--- src/rtl/mem_port_arbiter.sv ---
// -----------------------------------------------------------------------------
// mem_port_arbiter
//
// Shares one RAM port between instruction fetch (IF, read-only) and the MEM
// stage (load/store). An IDLE/BUSY/RESP state machine picks one requester,
// latches its request onto the ram_* registers, waits for the RAM to finish,
// then pulses a one-cycle ack with the read data back to that requester.
//
// Handshake: a requester raises *_req_i and holds it, with stable address and
// data, until it sees its *_ack_o pulse; rdata_o is valid in the ack cycle and
// is held until that requester's next ack. Towards the RAM, ram_req_o and the
// ram_* fields stay constant from the cycle after the grant until ram_ack_i is
// sampled high; ram_rdata_i is taken in that same cycle.
//
// Arbitration: MEM wins unless IF is waiting and MEM has already taken
// MAX_MEM_BURST grants in a row while IF waited. The requester acked in RESP
// is masked in the IDLE cycle that follows: if it would win that cycle,
// nothing is granted.
//
// Optional feature (compile-time macro ARB_TIMEOUT_EN):
//   defined   - a BUSY watchdog aborts after TIMEOUT cycles without ram_ack_i,
//               acks the owner with rdata 0 and pulses err_o.
//   undefined - BUSY waits indefinitely, err_o is constant 0.
//
// Ports:
//   clk, rst             clock, synchronous active-low reset
//   if_req_i/if_addr_i   IF read request and address
//   if_rdata_o/if_ack_o  IF read data and completion pulse
//   mem_req_i, mem_we_i, mem_addr_i, mem_wdata_i, mem_wmask_i
//                        MEM request, write enable, address, data, byte mask
//   mem_rdata_o/mem_ack_o MEM read data and completion pulse
//   ram_req_o, ram_we_o, ram_addr_o, ram_wdata_o, ram_wmask_o
//                        registered RAM request fields
//   ram_ack_i/ram_rdata_i RAM completion and read data
//   stall_flag_o         bit0 IF waiting, bit1 MEM waiting, bit2 reserved 0
//   err_o                watchdog timeout pulse
// -----------------------------------------------------------------------------
module mem_port_arbiter #(
  parameter int ADDR_W        = 64,
  parameter int DATA_W        = 64,
  parameter int MAX_MEM_BURST = 4,
  parameter int TIMEOUT       = 255
) (
  input  logic              clk,
  input  logic              rst,
  input  logic              if_req_i,
  input  logic [ADDR_W-1:0] if_addr_i,
  output logic [DATA_W-1:0] if_rdata_o,
  output logic              if_ack_o,
  input  logic              mem_req_i,
  input  logic              mem_we_i,
  input  logic [ADDR_W-1:0] mem_addr_i,
  input  logic [DATA_W-1:0] mem_wdata_i,
  input  logic [7:0]        mem_wmask_i,
  output logic [DATA_W-1:0] mem_rdata_o,
  output logic              mem_ack_o,
  output logic              ram_req_o,
  output logic              ram_we_o,
  output logic [ADDR_W-1:0] ram_addr_o,
  output logic [DATA_W-1:0] ram_wdata_o,
  output logic [7:0]        ram_wmask_o,
  input  logic              ram_ack_i,
  input  logic [DATA_W-1:0] ram_rdata_i,
  output logic [2:0]        stall_flag_o,
  output logic              err_o
);

  typedef enum logic [1:0] {
    IDLE = 2'd0,
    BUSY = 2'd1,
    RESP = 2'd2
  } state_t;

  localparam int CNT_W = $clog2(MAX_MEM_BURST + 1);
  localparam logic [CNT_W-1:0] BURST_MAX = CNT_W'(MAX_MEM_BURST);

  state_t           state;
  logic             owner_mem;   // 1: current access belongs to MEM
  logic             mask_if;     // IF was acked last cycle
  logic             mask_mem;    // MEM was acked last cycle
  logic [CNT_W-1:0] burst_cnt;   // MEM grants taken while IF waited
  logic             timeout_hit;

  logic burst_full;
  logic mem_win;
  logic if_win;
  logic grant_mem;
  logic grant_if;
  logic [DATA_W-1:0] resp_data;

  // Winner is chosen by priority first; the post-ack mask then only vetoes,
  // so a masked MEM does not hand its slot to IF before the burst limit.
  always_comb begin
    burst_full = if_req_i && (burst_cnt == BURST_MAX);
    mem_win    = mem_req_i && !burst_full;
    if_win     = if_req_i && !mem_win;
    grant_mem  = mem_win && !mask_mem;
    grant_if   = if_win && !mask_if;
    // Writes and watchdog aborts return zero data.
    resp_data  = (ram_ack_i && !ram_we_o) ? ram_rdata_i : '0;
  end

  assign stall_flag_o = {1'b0, mem_req_i & ~mem_ack_o, if_req_i & ~if_ack_o};

  always_ff @(posedge clk) begin
    if (!rst) begin
      state       <= IDLE;
      owner_mem   <= 1'b0;
      mask_if     <= 1'b0;
      mask_mem    <= 1'b0;
      burst_cnt   <= '0;
      ram_req_o   <= 1'b0;
      ram_we_o    <= 1'b0;
      ram_addr_o  <= '0;
      ram_wdata_o <= '0;
      ram_wmask_o <= '0;
      if_ack_o    <= 1'b0;
      mem_ack_o   <= 1'b0;
      if_rdata_o  <= '0;
      mem_rdata_o <= '0;
    end else begin
      if_ack_o  <= 1'b0;
      mem_ack_o <= 1'b0;
      mask_if   <= 1'b0;
      mask_mem  <= 1'b0;
      case (state)
        IDLE: begin
          if (!if_req_i) burst_cnt <= '0;
          if (grant_mem) begin
            ram_req_o   <= 1'b1;
            ram_we_o    <= mem_we_i;
            ram_addr_o  <= mem_addr_i;
            ram_wdata_o <= mem_wdata_i;
            ram_wmask_o <= mem_wmask_i;
            owner_mem   <= 1'b1;
            state       <= BUSY;
            if (if_req_i && (burst_cnt != BURST_MAX)) burst_cnt <= burst_cnt + 1'b1;
          end else if (grant_if) begin
            ram_req_o   <= 1'b1;
            ram_we_o    <= 1'b0;
            ram_addr_o  <= if_addr_i;
            ram_wdata_o <= '0;
            ram_wmask_o <= 8'hFF;
            owner_mem   <= 1'b0;
            burst_cnt   <= '0;
            state       <= BUSY;
          end
        end
        BUSY: begin
          if (ram_ack_i || timeout_hit) begin
            ram_req_o <= 1'b0;
            ram_we_o  <= 1'b0;
            state     <= RESP;
            if (owner_mem) begin
              mem_ack_o   <= 1'b1;
              mem_rdata_o <= resp_data;
            end else begin
              if_ack_o   <= 1'b1;
              if_rdata_o <= resp_data;
            end
          end
        end
        RESP: begin
          mask_mem <= owner_mem;
          mask_if  <= !owner_mem;
          state    <= IDLE;
        end
        default: state <= IDLE;
      endcase
    end
  end

`ifdef ARB_TIMEOUT_EN
  localparam int TO_W = $clog2(TIMEOUT + 1);

  logic [TO_W-1:0] busy_cnt;

  // busy_cnt counts completed BUSY cycles; the TIMEOUT-th one aborts.
  assign timeout_hit = (busy_cnt == TO_W'(TIMEOUT - 1));

  always_ff @(posedge clk) begin
    if (!rst) begin
      busy_cnt <= '0;
      err_o    <= 1'b0;
    end else begin
      err_o <= (state == BUSY) && !ram_ack_i && timeout_hit;
      if (state == BUSY) busy_cnt <= busy_cnt + 1'b1;
      else               busy_cnt <= '0;
    end
  end
`else
  logic unused_timeout;

  assign timeout_hit    = 1'b0;
  assign err_o          = 1'b0;
  assign unused_timeout = (TIMEOUT == 0);
`endif

endmodule

--- config.mk ---
export PLATFORM = sky130hd
export DESIGN_NAME = mem_port_arbiter
export DESIGN_NICKNAME = d
export VERILOG_FILES = /design/src/rtl/mem_port_arbiter.sv
export SDC_FILE = /design/constraint.sdc
export NUM_CORES = 1
export LEC_CHECK = 0
export CAP_MARGIN = 20
export CELL_PAD_IN_SITES_DETAIL_PLACEMENT = 0
export CELL_PAD_IN_SITES_GLOBAL_PLACEMENT = 1
export CORE_AREA = 5 5 208 210
export CTS_BUF_LIST = sky130_fd_sc_hd__clkbuf_8 sky130_fd_sc_hd__clkbuf_16
export DETAILED_ROUTE_END_ITERATION = 8
export DIE_AREA = 0 0 213 215
export GPL_TIMING_DRIVEN = 0
export PLACE_DENSITY = 0.81
export SETUP_SLACK_MARGIN = 0.02
export SYNTH_ARGS = -nofsm -noshare
export SYNTH_HDL_FRONTEND = slang
export SYNTH_SLANG_ARGS = --single-unit
--- constraint.sdc ---
create_clock -name clk -period 2.7 [get_ports clk]
set_input_delay 0.27 -clock clk [delete_from_list [all_inputs] [get_ports clk]]
set_output_delay 0.27 -clock clk [all_outputs]
set_load 0.005 [all_outputs]
# Word level (Yosys, flattened, before mapping)
# Index checks and enable logic that the tools add are counted.
[totals]
reg_bits = 276
latch_bits = 0
ramBits = 0
mem_bits_ro = 0
inputBits = 270
memories = 0
[classes]
add_sub_neg = 1
mul = 0
n_div = 0
order_cmp = 0
eq_ne = 6
shifts = 0
mux = 25
bitwise_logic = 5
n_reduce_logical = 23
[ops]
columns = ["op", "count"]
rows = [
  ["two-way mux 64 bit", 5],
  ["two-way mux 8 bit", 2],
  ["two-way mux 3 bit", 4],
  ["AND reduction 3 bit", 4],
  ["two-way mux 1 bit", 8],
  ["logical AND 1 bit", 7],
  ["zero test 1 bit", 6],
  ["two-way mux 2 bit", 3],
  ["!= test 3 bit, second input constant", 2],
  ["AND reduction 2 bit", 3],
  ["one-hot mux 1 bit (2 select lines)", 2],
  ["one-hot mux 2 bit (2 select lines)", 1],
  ["nonzero test 2 bit", 2],
  ["adder 3 x 1 -> 3 bit, second input constant", 1],
  ["equality test 3 bit, second input constant", 1],
  ["inverter 1 bit", 3],
  ["AND 1 bit", 2],
  ["equality test 2 x 1 -> 1 bit, second input constant", 1],
  ["equality test 2 bit, second input constant", 1],
  ["zero test 2 bit", 1],
  ["!= test 2 bit, second input constant", 1],
]

# Depth between registers and ports, before layout
# Gate-level depths: netlist of run 1.
[depth]
word_depth = 10
ltp_mapped = 8
mapped_depth_nobuf = 6

# Worst setup path before layout of run 1
# No wires, ideal clock.
[synth_timing]
path_kind = "reg-to-reg"
start = "register burst_cnt[0]"
end = "register ram_addr_o[54]"
setup_ps = 119
arrival_ps = 1623
setup_slack_ps = 958
path_stages_with_launch = 9
path_buffers = 2
synth_period_minus_slack_ps = 1742
path_cell_list = "dfxtp_1 inv_1 ha_1 a21boi_1 a211oi_2 a21o_1 buf_6 buf_6 o221a_2"
[synth_via]
elab_chain_len = 9
word_cells_on_any_way = 11
classes_between = "1 x eq/ne; 1 x mux; 9 x reduce/logical"
[synth_rtl]
columns = ["item", "line", "text"]
rows = [
  ["from (decl)", "81", "logic [CNT_W-1:0] burst_cnt;"],
  ["from (signal assigned)", "137", "if (if_req_i && (burst_cnt != BURST_MAX)) burst_cnt <= burst_cnt + 1'b1;"],
  ["equality test 3 bit (*)", "94", "burst_full = if_req_i && (burst_cnt == BURST_MAX);"],
  ["logical AND 1 bit (*)", "94", ""],
  ["zero test 1 bit (*)", "95", "mem_win = mem_req_i && !burst_full;"],
  ["logical AND 1 bit (*)", "95", ""],
  ["zero test 1 bit", "96", "if_win = if_req_i && !mem_win;"],
  ["logical AND 1 bit", "96", ""],
  ["logical AND 1 bit", "98", "grant_if = if_win && !mask_if;"],
  ["nonzero test 2 bit (no line)", "-", ""],
  ["AND reduction 2 bit (no line)", "-", ""],
  ["to (signal assigned)", "132", "ram_addr_o <= mem_addr_i;"],
  ["to (signal assigned)", "141", "ram_addr_o <= if_addr_i;"],
  ["to (decl)", "59", "output logic [ADDR_W-1:0] ram_addr_o,"],
]
# Every way passes the cells marked *; elsewhere a longest branch is shown, timed or not.
# A chain may end at the register's enable or synchronous reset.

# Worst setup path after layout of run 1
[layout_timing]
start = "register burst_cnt[0]"
end = "register ram_wdata_o[62]"
[layout_via]
elab_chain_len = 9
word_cells_on_any_way = 11
classes_between = "1 x eq/ne; 1 x mux; 9 x reduce/logical"
[layout_rtl]
columns = ["item", "line", "text"]
rows = [
  ["equality test 3 bit (*)", "94", ""],
  ["logical AND 1 bit (*)", "94", ""],
  ["zero test 1 bit (*)", "95", ""],
  ["logical AND 1 bit (*)", "95", ""],
  ["zero test 1 bit", "96", ""],
  ["logical AND 1 bit", "96", ""],
  ["logical AND 1 bit", "98", ""],
  ["nonzero test 2 bit (no line)", "-", ""],
  ["AND reduction 2 bit (no line)", "-", ""],
  ["to (signal assigned)", "133", "ram_wdata_o <= mem_wdata_i;"],
  ["to (decl)", "60", "output logic [DATA_W-1:0] ram_wdata_o,"],
]
# Marks and branches as above.

==> results of run 1 <==
[power by group]
part	leakage (nW)	total, mW	switching [mW]	internal, mW
logic	3.26	1.82	0.766	1.05
clock network	0.516	3.92	1.66	2.25
registers	2.26	4.44	0.132	4.31
total	6.03	10.2	2.56	7.61
[per-layer routing]
layer  up-vias  global-route usage
met5         -                   0
met4         4              0.0384
met3        56              0.0653
met2       393               0.321
met1      4921               0.206
li1       4999                   -
[flip-flops by register name, indices dropped and copies added (netlist names)]
name         count
ram_we_o         1
ram_req_o        1
ram_wdata_o     64
mem_rdata_o     64
owner_mem        1
ram_wmask_o      8
if_rdata_o      64
mem_ack_o        1
burst_cnt        3
if_ack_o         1
state            2
ram_addr_o      64
mask_if          1
mask_mem         1
[cell families (layout without fill, tap and decap cells)]
logic type / after synthesis / in the layout
buffers and inverters: 120 / 714
other: 1 / 3
DFF: 276 / 276
AOI/OAI and AO/OA: 342 / 342
and+or+nand+nor: 288 / 288
adders and majority gates: 2 / 2
[synth_stat cells, drive strengths merged (2+ instances only)]
cell / n
a21oi: 130
o32a: 64
dfxtp: 276
clkbuf: 71
a32o: 2
nand2: 132
nor2b: 4
buf: 46
o221a: 72
inv: 3
nand3: 131
o21a: 2
a211oi: 3
nor2: 6
and2: 4
nand2b: 2
nor3: 2
a22o: 65
nor3b: 3
ha: 2
[metrics by stage]
step	setup slack [ns]	power [mW]	hold WS (ns)
after floorplan	0.958	5.18	0.396
after global placement	0.0779	6.34	0.441
after detailed placement	0.0903	6.35	0.447
after CTS	0.335	10.3	0.262
after global routing	0.217	10.6	0.297
final	0.489	10.2	0.236
[final timing paths]
| path | slack [ns] | from | to |
|---|---|---|---|
| worst max register to register | 0.49 | burst_cnt[0] | ram_wdata_o[62] |
| worst min-delay path | 0.24 | rst | burst_cnt[2] |
| worst max-delay path | 0.49 | burst_cnt[0] | ram_wdata_o[62] |
| worst min register to register | 0.45 | if_rdata_o[5] | if_rdata_o[5] |
[layout by cell type (no fill, tap or decap), drive strengths merged, types with 5 or more instances in the layout]
cell / n
a21oi: 130
a22o: 65
clkbuf: 109
dfxtp: 276
clkinv: 5
nand3: 131
inv: 15
nor2: 6
o32a: 64
clkdlybuf4s50: 538
buf: 46
nand2: 132
o221a: 72
[worst max-delay path, cell delays in order (launching register included)]
cell and delay, ns:
sky130_fd_sc_hd__dfxtp_1 0.36, sky130_fd_sc_hd__inv_1 0.07, sky130_fd_sc_hd__ha_1 0.24, sky130_fd_sc_hd__a21boi_1 0.27, sky130_fd_sc_hd__a211oi_2 0.13, sky130_fd_sc_hd__a211oi_2 0.44, sky130_fd_sc_hd__buf_4 0.28, sky130_fd_sc_hd__buf_4 0.20
sky130_fd_sc_hd__a22o_1 0.15
[final cells by class]
cell class	instances	share of cell area
inverter	3	0.000655
tap	539	0.0392
timing repair buffer	538	0.313
sequential	276	0.321
clock inverter	18	0.00451
clock buffer	38	0.0507
multi-input combinational	634	0.238
antenna	1	0.000145
buffer	117	0.0321
==> results.yml, run 1 <==
final_layout:
  finish.instance_area_sq_um: 17200
  final_core_utilization: 0.416
  drive_above_1_share: 0.0973
  sequential_cell_area_sq_um: 5530
  nFillCells: 4045
  area_growth_syn_to_layout_pct: 68.9
  finish.net_count: 1873
  multiInputGateArea_sq_um: 4100
  final_cells: 2164
placed_design:
  globalplace.congestion: 0.822
  io_buffers: 538
  place_area_sq_um: 16200
  detailed_place_hpwl_mm: 34.6
  numPlacedInstances: 2107
clock_tree:
  tritoncts: "yes"
  postCtsResizedCells: 0
  postCtsSetupRepairBufs: 0
  cts_sinks: 276
  clock_tree.htree_level_count: 1
  clk_root_buffer_cell: "sky130_fd_sc_hd__clkbuf_16"
  numCtsBuffers: 31
  cts.reportedPaths.clkPinSlew_ns: 0.06
  clock_network_latency_to_the_later_pin_of_the_worst_skew_pair_ns: 0.55
  hold_buffer_count_at_cts: 0
  ctsLongestPathBuffers: 3
yosys:
  netlist_area_sq_um: 10200
  synth_fa_ha_area_frac: 0.00246
  synthesis.instances: 1029
  synthDistinctLibCells: 36
  synth.ff_latch_count: 276
  synth-edff-count: 0
  combinational_family_with_the_most_area_after_synthesis: "compound AO/OA/AOI/OAI gates"
  synth.area.top_cells: "sky130_fd_sc_hd__dfxtp_1 (54%), sky130_fd_sc_hd__o221a_2 (7.5%), sky130_fd_sc_hd__nand3_1 (6.4%), sky130_fd_sc_hd__a21oi_1 (6.4%), sky130_fd_sc_hd__o32a_1 (6.3%)"
  postSynth.asyncResetShare: 0
  yosys.area_share.simple: 0.128
  portion_of_netlist_area_occupied_by_mux_cells: 0
  synthesized_area_fraction_occupied_by_ao_oa_aoi_and_oai_cells: 0.272
  yosys.area.top_type: "sky130_fd_sc_hd__dfxtp_1"
  post-synth-top-area-fraction: 0.543
  synth-xor-area-share: 0
  synth.avg_cell_area_sq_um: 9.90
  dominantRegCellSynth: "sky130_fd_sc_hd__dfxtp_1"
  synthesis.yosys.warnings: 0
  synth.yosys.seq_area_share: 0.543
critical_path:
  cp_data_arrival_time_ns: 2.70
  timing_worst_setup_path_type: "reg2reg"
  cp-start-kind: "flop"
  required_time_reported_for_the_critical_path_endpoint_ns: 3.19
  critical_path.max_fanout: 10
  rr_worst_depth: 8
  critPathCaptureType: "flop"
routing:
  dr_wl_met2_mm: 21.8
  via_per_inst: 4.79
  initialDrtViolationCount: 492
  detailed_routing_iterations_pass_1: 4
  wl_met3_mm: 4.44
  vias: 10400
  post_route_drc: 0
  topRoutingLayerUsed: "met5"
  antenna_left: 0
  wl_met1_mm: 17.2
  routed_wire_length_per_instance_um: 20.4
  wl_mm: 44.2
power:
  power.static_leakage_nw: 6.03
  max-vdd-ir-drop_v: 0.000428
  power.density_cell_area_nw_per_um2: 592
hold_path:
  whs_path_depth: 3
  min_path_type: "in2reg"
floorplan:
  std_cell_rows: 75
  core-area_sq_um: 41400
  initial_core_util: 0.246
  fp.dieArea_sq_um: 45800
  die_height_um: 215
  pin_count: 542
  die_x_um: 213
global_routing:
  grt_util_all_layers: 0.180
  grt_overflow: 0
  antenna_found_initial: 3
  grt_first_pass_wirelength_mm: 65.6
  pin_count_of_the_biggest_net_entering_global_routing: 15
  vias_in_the_first_global_route: 10800
outcome:
  outcome: "finished clean"
sta:
  max_freq_mhz: 452
  timing.slew.headroom: 0.492
  layout_min_cycle_time_ns: 2.21
  final_hold_violating_endpoints: 0
  count_of_pins_over_their_slew_limit: 0
  worst_pin_slew_ns: 0.762
  rsz0062_at_grt: "no"
  setup_tns_ns: 0
  finalSetupViolCount: 0
  finalClockSkew_ns: 0.0111
  portion_of_the_clock_cycle_consumed_by_the_worst_path_in_the_final_layout: 0.819
run:
  cap_violations: 0
Note: power is estimated with default switching activity, not from simulation.
==> inputs of run 2 (changes only) <==
CORE_AREA = 5 5 209 211   (was 5 5 208 210)
DIE_AREA = 0 0 214 216   (was 0 0 213 215)
PLACE_DENSITY = 0.8   (was 0.81)
clock period = 2.2 ns   (was 2.7 ns; I/O delays follow)
==> run 2 against run 1 <==
  * Global-route usage is 0.22 points higher
  * Core utilization rose by 0.32 points
  * Critical path type unchanged
  * Largest power group is now clock
  * Maximum frequency up 8.7%
  * Combinational power is 23% higher
==> results.yml, run 2 (synthesis results as in run 1) <==
routing:
  wl_mm: 44.8
  wl_met3_mm: 3.87
  initialDrtViolationCount: 464
  vias: 10500
  routed_wire_length_per_instance_um: 20.7
  wl_met1_mm: 17.9
  topRoutingLayerUsed: "met4"
  dr_wl_met2_mm: 22.3
  via_per_inst: 4.84
  antenna_left: 0
  detailed_routing_iterations_pass_1: 5
  post_route_drc: 0
final_layout:
  drive_above_1_share: 0.111
  layout.cells.most_common: "sky130_fd_sc_hd__clkdlybuf4s50_1"
  area_growth_syn_to_layout_pct: 70.9
  layout_common_cells: "sky130_fd_sc_hd__clkdlybuf4s50_1 (538), sky130_fd_sc_hd__dfxtp_1 (276), sky130_fd_sc_hd__nand2_1 (132), sky130_fd_sc_hd__nand3_1 (131), sky130_fd_sc_hd__a21oi_1 (130)"
  sequential_cell_area_sq_um: 5530
  nFillCells: 4058
  multiInputGateArea_sq_um: 4120
  final_cells: 2168
  final_core_utilization: 0.419
  finish.instance_area_sq_um: 17400
  finish.net_count: 1874
power:
  pwr-share-clk: 0.422
  p_int_mw: 10.0
  swShare: 0.246
  power.density_cell_area_nw_per_um2: 764
  max-vdd-ir-drop_v: 0.000538
  pwr-share-comb: 0.169
  power.static_leakage_nw: 6.10
  power.net_switching_mw: 3.28
  power.share.sequential: 0.409
outcome:
  outcome: "finished clean"
placed_design:
  io_buffers: 538
  place_area_sq_um: 16200
  dp_slack_ns: -0.383
  globalplace.congestion: 0.861
  numPlacedInstances: 2107
  detailed_place_hpwl_mm: 35.2
sta:
  layout_setup_ws_ns: 0.166
  finalClockSkew_ns: 0.0190
  layout_min_cycle_time_ns: 2.03
  worst_pin_slew_ns: 0.661
  portion_of_the_clock_cycle_consumed_by_the_worst_path_in_the_final_layout: 0.925
  max_freq_mhz: 492
  count_of_pins_over_their_slew_limit: 0
  timing.slew.headroom: 0.560
  final_hold_violating_endpoints: 0
  finalSetupViolCount: 0
  rsz0062_at_grt: "no"
clock_tree:
  clk_root_buffer_cell: "sky130_fd_sc_hd__clkbuf_16"
  tritoncts: "yes"
  numCtsBuffers: 31
  clock_tree.htree_level_count: 1
  ctsLongestPathBuffers: 3
  clock_network_latency_to_the_later_pin_of_the_worst_skew_pair_ns: 0.57
  cts_sinks: 276
  cts.reportedPaths.clkPinSlew_ns: 0.07
critical_path:
  cp_data_arrival_time_ns: 2.53
  cp-start-kind: "flop"
  timing_worst_setup_path_type: "reg2reg"
  critPathCaptureType: "flop"
  critical_path.max_fanout: 10
  required_time_reported_for_the_critical_path_endpoint_ns: 2.70
floorplan:
  std_cell_rows: 75
  pin_count: 542
  die_height_um: 216
  initial_core_util: 0.245
  die_x_um: 214
  core-area_sq_um: 41600
  fp.dieArea_sq_um: 46200
run:
  cap_violations: 0
global_routing:
  antenna_found_initial: 3
  vias_in_the_first_global_route: 11000
  grt_overflow: 0
  grt_util_all_layers: 0.182
  grt_first_pass_wirelength_mm: 68.0
  pin_count_of_the_biggest_net_entering_global_routing: 16
hold_path:
  min_path_type: "in2reg"
==> run 2: cell types whose count changed in the layout (fill, tap and decap cells not counted), moves of 3 or more <==
cell                        previous run  this run
sky130_fd_sc_hd__bufinv_16             0         6
sky130_fd_sc_hd__clkbuf_1             71        62
sky130_fd_sc_hd__clkbuf_2              0         9
sky130_fd_sc_hd__clkinv_2              5         8
sky130_fd_sc_hd__inv_1                14         3
==> run 2: final timing paths <==
kind / startpoint / to / slack, ns / cells after the start
setup / recovery: burst_cnt[0] / ram_addr_o[24] / 0.17 / 7
hold / removal: rst / burst_cnt[2] / 0.15 / 3
setup reg to reg: burst_cnt[0] / ram_addr_o[24] / 0.17 / 7
hold reg to reg: if_rdata_o[62] / if_rdata_o[62] / 0.45 / 2
==> run 2: area by class of cell <==
class,instances,share of cell area
clock buffer,36,0.0485
inverter,3,0.000647
tap,539,0.0387
antenna,3,0.000431
clock inverter,21,0.0157
timing repair buffer,539,0.310
multi-input combinational,634,0.237
buffer,117,0.0323
sequential,276,0.317
==> run 2: metal layers <==
layer | vias to the layer above | global-route usage
li1 | 5006 | -
met1 | 5027 | 0.206
met2 | 397 | 0.332
met3 | 56 | 0.0673
met4 | 0 | 0.0356
met5 | - | 0
==> run 2: power groups by stage <==
stage / combinational (mW) / sequential [mW] / clock, mW
after global placement: 2.23 / 5.54 / 0
after detailed placement: 2.24 / 5.55 / 0
after CTS: 2.27 / 5.45 / 5.76
final: 2.24 / 5.45 / 5.62
after global routing: 2.39 / 5.49 / 5.99
after floorplan: 0.798 / 5.56 / 0
==> run 2: stage by stage <==
| stage | setup TNS [ns] | hold WS, ns | power (mW) |
|---|---|---|---|
| final | 0 | 0.154 | 13.3 |
| after floorplan | 0 | 0.346 | 6.36 |
| after global placement | -61.55 | 0.442 | 7.77 |
| after CTS | 0 | 0.157 | 13.5 |
| after global routing | 0 | 0.200 | 13.9 |
| after detailed placement | -63.68 | 0.446 | 7.80 |
==> run 2: critical path, stage by stage, from the launching register on <==
cell	delay, ns
sky130_fd_sc_hd__dfxtp_1	0.35
sky130_fd_sc_hd__inv_1	0.07
sky130_fd_sc_hd__ha_1	0.24
sky130_fd_sc_hd__a21boi_1	0.28
sky130_fd_sc_hd__buf_2	0.32
sky130_fd_sc_hd__clkbuf_2	0.27
sky130_fd_sc_hd__o32a_1	0.24
sky130_fd_sc_hd__o221a_1	0.20
==> run 2: timing repair <==
action / in CTS / in global routing
pin swaps: 1 / 1
endpoints found under the setup margin: 66 / 73
hold buffers: 0 / 0
gates resized for setup: 6 / 12
setup buffers: 0 / 1
==> inputs of run 3 (changes only) <==
CAP_MARGIN = default   (was 20)
CTS_BUF_LIST = sky130_fd_sc_hd__clkbuf_4 sky130_fd_sc_hd__clkbuf_8 sky130_fd_sc_hd__clkbuf_16   (was sky130_fd_sc_hd__clkbuf_8 sky130_fd_sc_hd__clkbuf_16)
==> run 3 against run 2 <==
  * Flip-flop and latch count did not move
  * Largest power group unchanged
  * Clock skew is essentially flat
  * Highest routed layer unchanged
  * Cell area barely moved
==> results.yml, run 3 (synthesis results as in run 1) <==
outcome:
  outcome: "finished clean"
routing:
  wl_met3_mm: 3.87
  routed_wire_length_per_instance_um: 20.7
  detailed_routing_iterations_pass_1: 5
  wl_mm: 44.8
  antenna_left: 0
  via_per_inst: 4.84
  vias: 10500
  initialDrtViolationCount: 464
  post_route_drc: 0
  topRoutingLayerUsed: "met4"
  wl_met1_mm: 17.9
  dr_wl_met2_mm: 22.3
sta:
  final_hold_violating_endpoints: 0
  worst_pin_slew_ns: 0.661
  finalSetupViolCount: 0
  max_freq_mhz: 492
  timing.slew.headroom: 0.560
  layout_min_cycle_time_ns: 2.03
  layout_setup_ws_ns: 0.166
  rsz0062_at_grt: "no"
  whs_ns: 0.154
  setup_tns_ns: 0
  count_of_pins_over_their_slew_limit: 0
  finalClockSkew_ns: 0.0191
  portion_of_the_clock_cycle_consumed_by_the_worst_path_in_the_final_layout: 0.925
clock_tree:
  tritoncts: "yes"
  numCtsBuffers: 31
  clock_tree.htree_level_count: 1
  clk_root_buffer_cell: "sky130_fd_sc_hd__clkbuf_16"
  ctsLongestPathBuffers: 3
  cts_sinks: 276
  clock_network_latency_to_the_later_pin_of_the_worst_skew_pair_ns: 0.57
  hold_buffer_count_at_cts: 0
  cts.reportedPaths.clkPinSlew_ns: 0.07
final_layout:
  final_core_utilization: 0.419
  nFillCells: 4056
  finish.net_count: 1874
  drive_above_1_share: 0.112
  layout_common_cells: "sky130_fd_sc_hd__clkdlybuf4s50_1 (538), sky130_fd_sc_hd__dfxtp_1 (276), sky130_fd_sc_hd__nand2_1 (132), sky130_fd_sc_hd__nand3_1 (131), sky130_fd_sc_hd__a21oi_1 (130)"
  area_growth_syn_to_layout_pct: 71.0
  layout.cells.most_common: "sky130_fd_sc_hd__clkdlybuf4s50_1"
global_routing:
  vias_in_the_first_global_route: 11000
  grt_util_all_layers: 0.182
  pin_count_of_the_biggest_net_entering_global_routing: 16
  antenna_found_initial: 3
  grt_first_pass_wirelength_mm: 68.0
  grt_overflow: 0
placed_design:
  io_buffers: 538
  detailed_place_hpwl_mm: 35.2
  globalplace.congestion: 0.861
  dp_slack_ns: -0.383
critical_path:
  critical_path.max_fanout: 10
  path_delay_family: "compound AO/OA/AOI/OAI gates"
  rr_endpoint: "ram_addr_o[24]"
  cpMaxStageDelayCell: "sky130_fd_sc_hd__dfxtp_1"
  rr_worst_depth: 7
  critPathMaxStageDelay_ns: 0.35
  timing.rr.start: "burst_cnt[0]"
  timing_worst_setup_path_type: "reg2reg"
  crit_buf_inv: 3
  crit_cells: 7
  cp-start-kind: "flop"
  critPathCaptureType: "flop"
  r2r_setup_slk_ns: 0.17
  path_cells: "inv_1 -> ha_1 -> a21boi_1 -> buf_2 -> clkbuf_2 -> o32a_1 -> o221a_1"
  end_of_the_critical_path: "ram_addr_o[24]"
  crit_path_start: "burst_cnt[0]"
  required_time_reported_for_the_critical_path_endpoint_ns: 2.70
  cp_data_arrival_time_ns: 2.53
power:
  power.density_cell_area_nw_per_um2: 765
  max-vdd-ir-drop_v: 0.000538
  power.static_leakage_nw: 6.10
hold_path:
  min_path_type: "in2reg"
  hp-start: "rst"
run:
  cap_violations: 0
floorplan:
  initial_core_util: 0.245
  fp.dieArea_sq_um: 46200
  pin_count: 542
  std_cell_rows: 75
  die_x_um: 214
  core-area_sq_um: 41600
  die_height_um: 216
[run 3: changes by cell type in the layout (fill, tap and decap cells not counted)]
cell | before | now
sky130_fd_sc_hd__clkbuf_4 | 0 | 1
sky130_fd_sc_hd__inv_1 | 3 | 2
[run 3: timing repair]
action,CTS,global route
setup endpoints to repair,66,73
pin swaps,1,1
gates resized for setup,6,12
hold endpoints to repair,0,0
buffers inserted,0,1
[run 3: worst reg2reg max path, cell delays in order, from the launching register on]
cell and delay (ns):
sky130_fd_sc_hd__dfxtp_1 0.35, sky130_fd_sc_hd__inv_1 0.07, sky130_fd_sc_hd__ha_1 0.24, sky130_fd_sc_hd__a21boi_1 0.28
sky130_fd_sc_hd__buf_2 0.32, sky130_fd_sc_hd__clkbuf_2 0.27, sky130_fd_sc_hd__o32a_1 0.24, sky130_fd_sc_hd__o221a_1 0.20
[run 3: report_power, final]
group          switching, mW  internal [mW]  total, mW
Combinational          0.946           1.30       2.24
Sequential             0.161           5.29       5.45
Clock                   2.17           3.46       5.63
[run 3: how the worst min path moves through the flow]
stage | end | slack (ns) | cells past startpoint
floorplan | ram_we_o | 0.35 | 1
global placement | if_rdata_o[20] | 0.44 | 2
detailed placement | if_rdata_o[62] | 0.45 | 2
CTS | burst_cnt[2] | 0.16 | 3
global route | burst_cnt[2] | 0.20 | 3
finish | burst_cnt[2] | 0.15 | 3
[run 3: per-stage QoR]
step	power, mW	cells	area [sq um]
2_1_floorplan	6.36	1030	10200
3_3_place_gp	7.77	2107	16200
3_5_place_dp	7.80	2107	16200
4_1_cts	13.5	2164	17400
5_1_grt	13.9	2166	17400
6_report	13.3	2168	17400
[run 3: metal layers]
metal	up-vias	global-route usage
met5	-	0
met4	0	0.0356
met3	56	0.0673
met2	397	0.332
met1	5029	0.206
li1	5006	-
[run 3: layout make-up]
cell class              instances  area (sq um)  share of cell area
diodes                          3          7.51            0.000431
plain buffers                 117           563              0.0323
clock buffers                  37           852              0.0489
clock inverters                20           269              0.0154
inverters                       3          11.3            0.000647
multi-input cells             634          4120               0.236
flip-flops and latches        276          5530               0.317
well taps                     539           674              0.0387
repair buffers                539          5390               0.310
